[config.mk]
export PLATFORM = sky130hd
export DESIGN_NAME = debouncer_multi
export DESIGN_NICKNAME = d
export VERILOG_FILES = /design/src/rtl/debounce_pkg.sv /design/src/rtl/debounce_channel.sv /design/src/rtl/debouncer_multi.sv
export SDC_FILE = /design/constraint.sdc
export NUM_CORES = 1
export LEC_CHECK = 0
export ABC_AREA = 1
export CORE_ASPECT_RATIO = 2
export CORE_MARGIN = 2
export CORE_UTILIZATION = 45
export DETAILED_ROUTE_END_ITERATION = 6
export PLACE_DENSITY = 0.74
export SYNTH_ARGS = -nofsm -noshare
export SYNTH_HDL_FRONTEND = slang
export SYNTH_SLANG_ARGS = --single-unit
[constraint.sdc]
create_clock -name clk -period 1.6 [get_ports clk]
set_input_delay 0.32 -clock clk [delete_from_list [all_inputs] [get_ports clk]]
set_output_delay 0.32 -clock clk [all_outputs]
set_load 0.005 [all_outputs]
[src/rtl/debounce_pkg.sv]
// Shared constants and width helper for the multi-channel push-button debouncer.
package debounce_pkg;

  localparam int unsigned DEF_NUM_CH     = 2;
  localparam int unsigned DEF_TICK_DIV   = 1250000;
  localparam int unsigned DEF_STABLE_CNT = 4;
  localparam int unsigned DEF_ACTIVE_LOW = 0;

  // Bits needed to hold values 0..value-1, never less than one bit.
  function automatic int unsigned clog2w(input int unsigned value);
    int unsigned w;
    w = 1;
    while ((64'd1 << w) < 64'(value)) w++;
    return w;
  endfunction

endpackage

[src/rtl/debounce_channel.sv]
// One debounce channel: accepts a new level after STABLE_CNT consecutive
// differing samples taken on tick cycles, and emits registered edge pulses.
module debounce_channel
  import debounce_pkg::*;
#(
  parameter int unsigned STABLE_CNT = DEF_STABLE_CNT
) (
  input  logic clk,
  input  logic rst_n,
  input  logic tick_en,
  input  logic sample,
  output logic level,
  output logic rise,
  output logic fall
);

  localparam int unsigned CW = clog2w(STABLE_CNT + 1);
  localparam logic [CW-1:0] CNT_LAST = CW'(STABLE_CNT - 1);

  logic [CW-1:0] cnt_q, cnt_d;
  logic          level_q, level_d;
  logic          rise_q, rise_d;
  logic          fall_q, fall_d;

  // Any sample matching the current level restarts the run of differing samples.
  always_comb begin
    cnt_d   = cnt_q;
    level_d = level_q;
    if (tick_en) begin
      if (sample == level_q) begin
        cnt_d = '0;
      end else if (cnt_q == CNT_LAST) begin
        level_d = sample;
        cnt_d   = '0;
      end else begin
        cnt_d = cnt_q + CW'(1);
      end
    end
    rise_d = level_d & ~level_q;
    fall_d = ~level_d & level_q;
  end

  always_ff @(posedge clk or negedge rst_n) begin
    if (!rst_n) begin
      cnt_q   <= '0;
      level_q <= 1'b0;
      rise_q  <= 1'b0;
      fall_q  <= 1'b0;
    end else begin
      cnt_q   <= cnt_d;
      level_q <= level_d;
      rise_q  <= rise_d;
      fall_q  <= fall_d;
    end
  end

  assign level = level_q;
  assign rise  = rise_q;
  assign fall  = fall_q;

endmodule

[src/rtl/debouncer_multi.sv]
// Multi-channel push-button debouncer: input synchronizers, shared sample-tick
// generator and one debounce_channel per button.
module debouncer_multi
  import debounce_pkg::*;
#(
  parameter int unsigned NUM_CH     = DEF_NUM_CH,
  parameter int unsigned TICK_DIV   = DEF_TICK_DIV,
  parameter int unsigned STABLE_CNT = DEF_STABLE_CNT,
  parameter int unsigned ACTIVE_LOW = DEF_ACTIVE_LOW
) (
  input  logic              clk,
  input  logic              rst_n,
  input  logic [NUM_CH-1:0] pb_in,
  output logic [NUM_CH-1:0] pb_level,
  output logic [NUM_CH-1:0] pb_rise,
  output logic [NUM_CH-1:0] pb_fall,
  output logic              tick
);

  localparam int unsigned        TW        = clog2w(TICK_DIV);
  localparam logic [TW-1:0]      TICK_LAST = TW'(TICK_DIV - 1);
  localparam logic [NUM_CH-1:0]  NORM      = {NUM_CH{1'(ACTIVE_LOW)}};

  logic [NUM_CH-1:0] sync1_q, sync1_d;
  logic [NUM_CH-1:0] sync2_q, sync2_d;
  logic [NUM_CH-1:0] sample_c;
  logic [TW-1:0]     tick_cnt_q, tick_cnt_d;
  logic              tick_q, tick_d;

  // Two-flop synchronizer; reset value reads as "released" after normalization.
  always_comb begin
    sync1_d  = pb_in;
    sync2_d  = sync1_q;
    sample_c = sync2_q ^ NORM;
  end

  // tick_q is high exactly while the counter sits at its last value.
  always_comb begin
    tick_cnt_d = (tick_cnt_q == TICK_LAST) ? '0 : tick_cnt_q + TW'(1);
    tick_d     = (tick_cnt_d == TICK_LAST);
  end

  always_ff @(posedge clk or negedge rst_n) begin
    if (!rst_n) begin
      sync1_q    <= NORM;
      sync2_q    <= NORM;
      tick_cnt_q <= '0;
      tick_q     <= 1'b0;
    end else begin
      sync1_q    <= sync1_d;
      sync2_q    <= sync2_d;
      tick_cnt_q <= tick_cnt_d;
      tick_q     <= tick_d;
    end
  end

  assign tick = tick_q;

  for (genvar ch = 0; ch < int'(NUM_CH); ch++) begin : g_ch
    debounce_channel #(
      .STABLE_CNT(STABLE_CNT)
    ) u_ch (
      .clk    (clk),
      .rst_n  (rst_n),
      .tick_en(tick_q),
      .sample (sample_c[ch]),
      .level  (pb_level[ch]),
      .rise   (pb_rise[ch]),
      .fall   (pb_fall[ch])
    );
  end

endmodule

==> reports/results.ini <==
[placed_design]
worst_slack_after_detailed_placement_ns=-0.0584
dpl.cell_count=371
portBuffers=10
place.gp.congestion=0.929
dpl.hpwl_mm=4.29

[timing]
max_slew.worst_pin.slew_ns=0.465
fmax_ghz=0.619
accumulated_negative_setup_slack_ns=-0.0147
slew_viol_final=0
setup_violations=1
finalWorstSetupSlack_ns=-0.0147
timing.final.hold_violations=0
timing.clock.skew_ns=0.00848
final_period_minus_worst_setup_slack_ns=1.61
slew_headroom=0.690
final.period_utilization=1.01
unrepaired_setup_endpoints_after_global_routing=true

[global_route]
groute.layer.met3.usage=0.0310
globalRouteOverflowTotal=0
grt_pass1_vias=2092
track_usage=0.240
grt_start_max_net_pins=21
global_route.usage.met2=0.457
met1_usage_grt=0.214
wire_length_of_the_first_global_routing_pass_mm=9.36
gr-max-usage-layer=met2
antenna_found_initial=0

[synthesis]
post_synthesis_xor_xnor_area_fraction=0.00409
postSynthCellCount=293
synth_simple_gate_area_frac=0.387
synth-adder-area-share=0.0175
synth_fp_nets=300
post_synth_instance_area_um2=2140
synth_top_family_by_area=simple AND/OR/NAND/NOR gates
synth_top_cell_area_share=0.444
synthMuxAreaShare=0
post_synth_main_area_contributors=dfrtp_1 (44%), nand2_1 (14%), inv_1 (8.9%), nor2_1 (8.2%), nand3_1 (5.4%)
ys_ff_latch=38
post-synth-top-area-cell=dfrtp_1
post_synth.cell_area_avg_um2=7.31
number_of_unique_standard_cell_types_used_by_synthesis=23
synth_compound_area_frac=0.0374
yosysSeqAreaShare=0.444
ys_warn_count=0

[worst_setup_path]
crit_path_start=tick_cnt_q[4]
r2r_setup_slack_ns=-0.01
worst_ep_arrival_time_ns=1.84
crit-reg2reg-capture=tick
startpoint_type=register
worstSetupPathType=register to register
end_kind=register
cp_max_fo=4
r2r_cells=10
required_ns=1.82
reg_to_reg_start=tick_cnt_q[4]
cp-endpoint=tick

[cells_and_area]
final_cells=384
areaGrowthSynthToFinish_pct=20.3
final_nets=336
antenna_cells=0
fill_cells=470
post_route_cells_drive_above_1_share=0.225

[clocking]
clkSlewWorstSetupHoldPaths_ns=0.07
clk_latency_ns=0.29
cts.sinks=38
numCtsBuffers=5
cts_tree=done
clock_tree.root_cell=clkbuf_8
htree_levels=2
buffer_depth_of_the_longest_clock_path=2

[pwr]
net-switching-power_w=0.000357
power_leakage_nw=1.27
combinationalPowerShare=0.023
totalPowerFinal_w=0.00163
switching_share_of_power=0.219
internal_power_w=0.00127
worst_ir_drop_vdd_v=0.000503
power.density_cell_area_nw_per_um2=631
clock_power_share=0.383
seqPwrFrac=0.594

[flow_run]
maxCapViolations=0

[detailed_routing]
detail_route.vias_per_cell=5.15
routedWlPerCell_um=14.2
drt_drc_violations_left=0
drt-pass1-iter-count=6
detailedRoute.firstIterationViolations=74
dr_total_vias=1978
antenna_violating_nets_post_route=0
route.final.wire_length_mm=5.47

[die]
die_h_um=102
io_pins=11
fp_rows=35
die_x_um=52.8
initial_core_utilization=0.466
core_region_area_um2=4600
die_area_um2=5360

[run_status]
outcome=finished, violations left
violations=setup timing

[hold_path]
min-delay-path-class=register to register

[layer usage]
layer | share of wire | up-vias | wire (um)
met5 | 0 | - | 0
met4 | 0.069 | 0 | 379
met3 | 0.023 | 28 | 128
met2 | 0.58 | 57 | 3170
met1 | 0.33 | 932 | 1790
li1 | - | 961 | -
[layout make-up]
type                       instances  area [um2]  area share
multi-input combinational        198         992       0.385
inverter                          51         191      0.0743
tap                               55        68.8      0.0267
clock inverter                     2        10.0     0.00389
sequential                        38         960       0.373
clock buffer                       5        68.8      0.0267
timing repair buffer              35         285       0.111
[what timing repair did]
action                     in CTS  in global routing
setup endpoints to repair       1                  4
gates resized for setup        12                  8
hold buffers                    1                  0
buffers inserted                5                  0
hold endpoints to repair       18                  0
pin swaps                       9                  4
[logic make-up (layout without fill, tap and decap cells)]
| kind of cell | after synthesis | in the layout |
|---|---|---|
| xor+xnor | 1 | 1 |
| flops | 38 | 38 |
| simple gates | 181 | 181 |
| fa+ha+maj | 3 | 3 |
| compound gates | 13 | 13 |
| buf+inv | 57 | 93 |
[power groups by stage]
stage | Combinational [W] | Clock (W) | Sequential (W)
2_1_floorplan | 0.00000598 | 0 | 0.000985
3_3_place_gp | 0.0000366 | 0 | 0.000986
3_5_place_dp | 0.0000372 | 0 | 0.000986
5_1_grt | 0.0000441 | 0.000688 | 0.000967
6_report | 0.0000373 | 0.000622 | 0.000967
4_1_cts | 0.0000392 | 0.000643 | 0.000967
[synth_stat cells, drive strengths merged]
master,n
or2,1
nor3,1
nand3b,1
nand2,86
a21boi,1
buf,6
ha,3
a21oi,1
nor2,57
o22ai,1
o21bai,2
xnor2,1
nand3,25
inv,51
dfrtp,38
o21ai,7
o21a,1
nand4,10
[sequential cells by signal, indices dropped and copies added, names as in the netlist]
name / flops
tick: 1
tick_cnt_q: 21
g_ch.u_ch.rise: 2
sync1_q: 2
g_ch.u_ch.cnt_q: 6
g_ch.u_ch.level: 2
g_ch.u_ch.fall: 2
sample_c: 2
[critical path: stages (launching register included)]
cell and delay, ns:
dfrtp_1 0.43, nand2_2 0.13, nor2_4 0.22, nand2_2 0.11, nand2_1 0.10, nand2_2 0.09
nor2_1 0.10, nand3_1 0.08, nor2_1 0.13, nand3_1 0.08, nor2_1 0.08
[through the flow]
step                      utilization  instance area (um2)  hold slack, ns
final                           0.560                 2580           0.353
after CTS                       0.558                 2560           0.356
after global routing            0.560                 2580           0.370
after floorplan                     -                 2140          0.0244
after global placement          0.523                 2400           0.293
after detailed placement        0.523                 2400           0.296
[cells in the final DEF (no fill, tap or decap), types with 7 or more instances in the layout]
master           instances
nand2_2                 14
nor2_1                  45
dfrtp_1                 31
nand4_1                 10
inv_1                   50
dfrtp_2                  7
nand3_1                 20
clkdlybuf4s50_1          9
buf_4                   24
nand2_1                 72
[worst min path at each step]
stage | start | to | slack (ns) | cells past startpoint
after detailed placement | rst_n | tick_cnt_q[8] | 0.30 | 1
after floorplan | rst_n | g_ch[0].u_ch.cnt_q[0] | 0.02 | 0
after global routing | sync1_q[0] | sample_c[0] | 0.37 | 0
after CTS | sync1_q[0] | sample_c[0] | 0.36 | 0
final | sync1_q[0] | sample_c[0] | 0.35 | 0
after global placement | rst_n | tick_cnt_q[8] | 0.29 | 1
No activity file was read; power rests on OpenSTA's default activity.
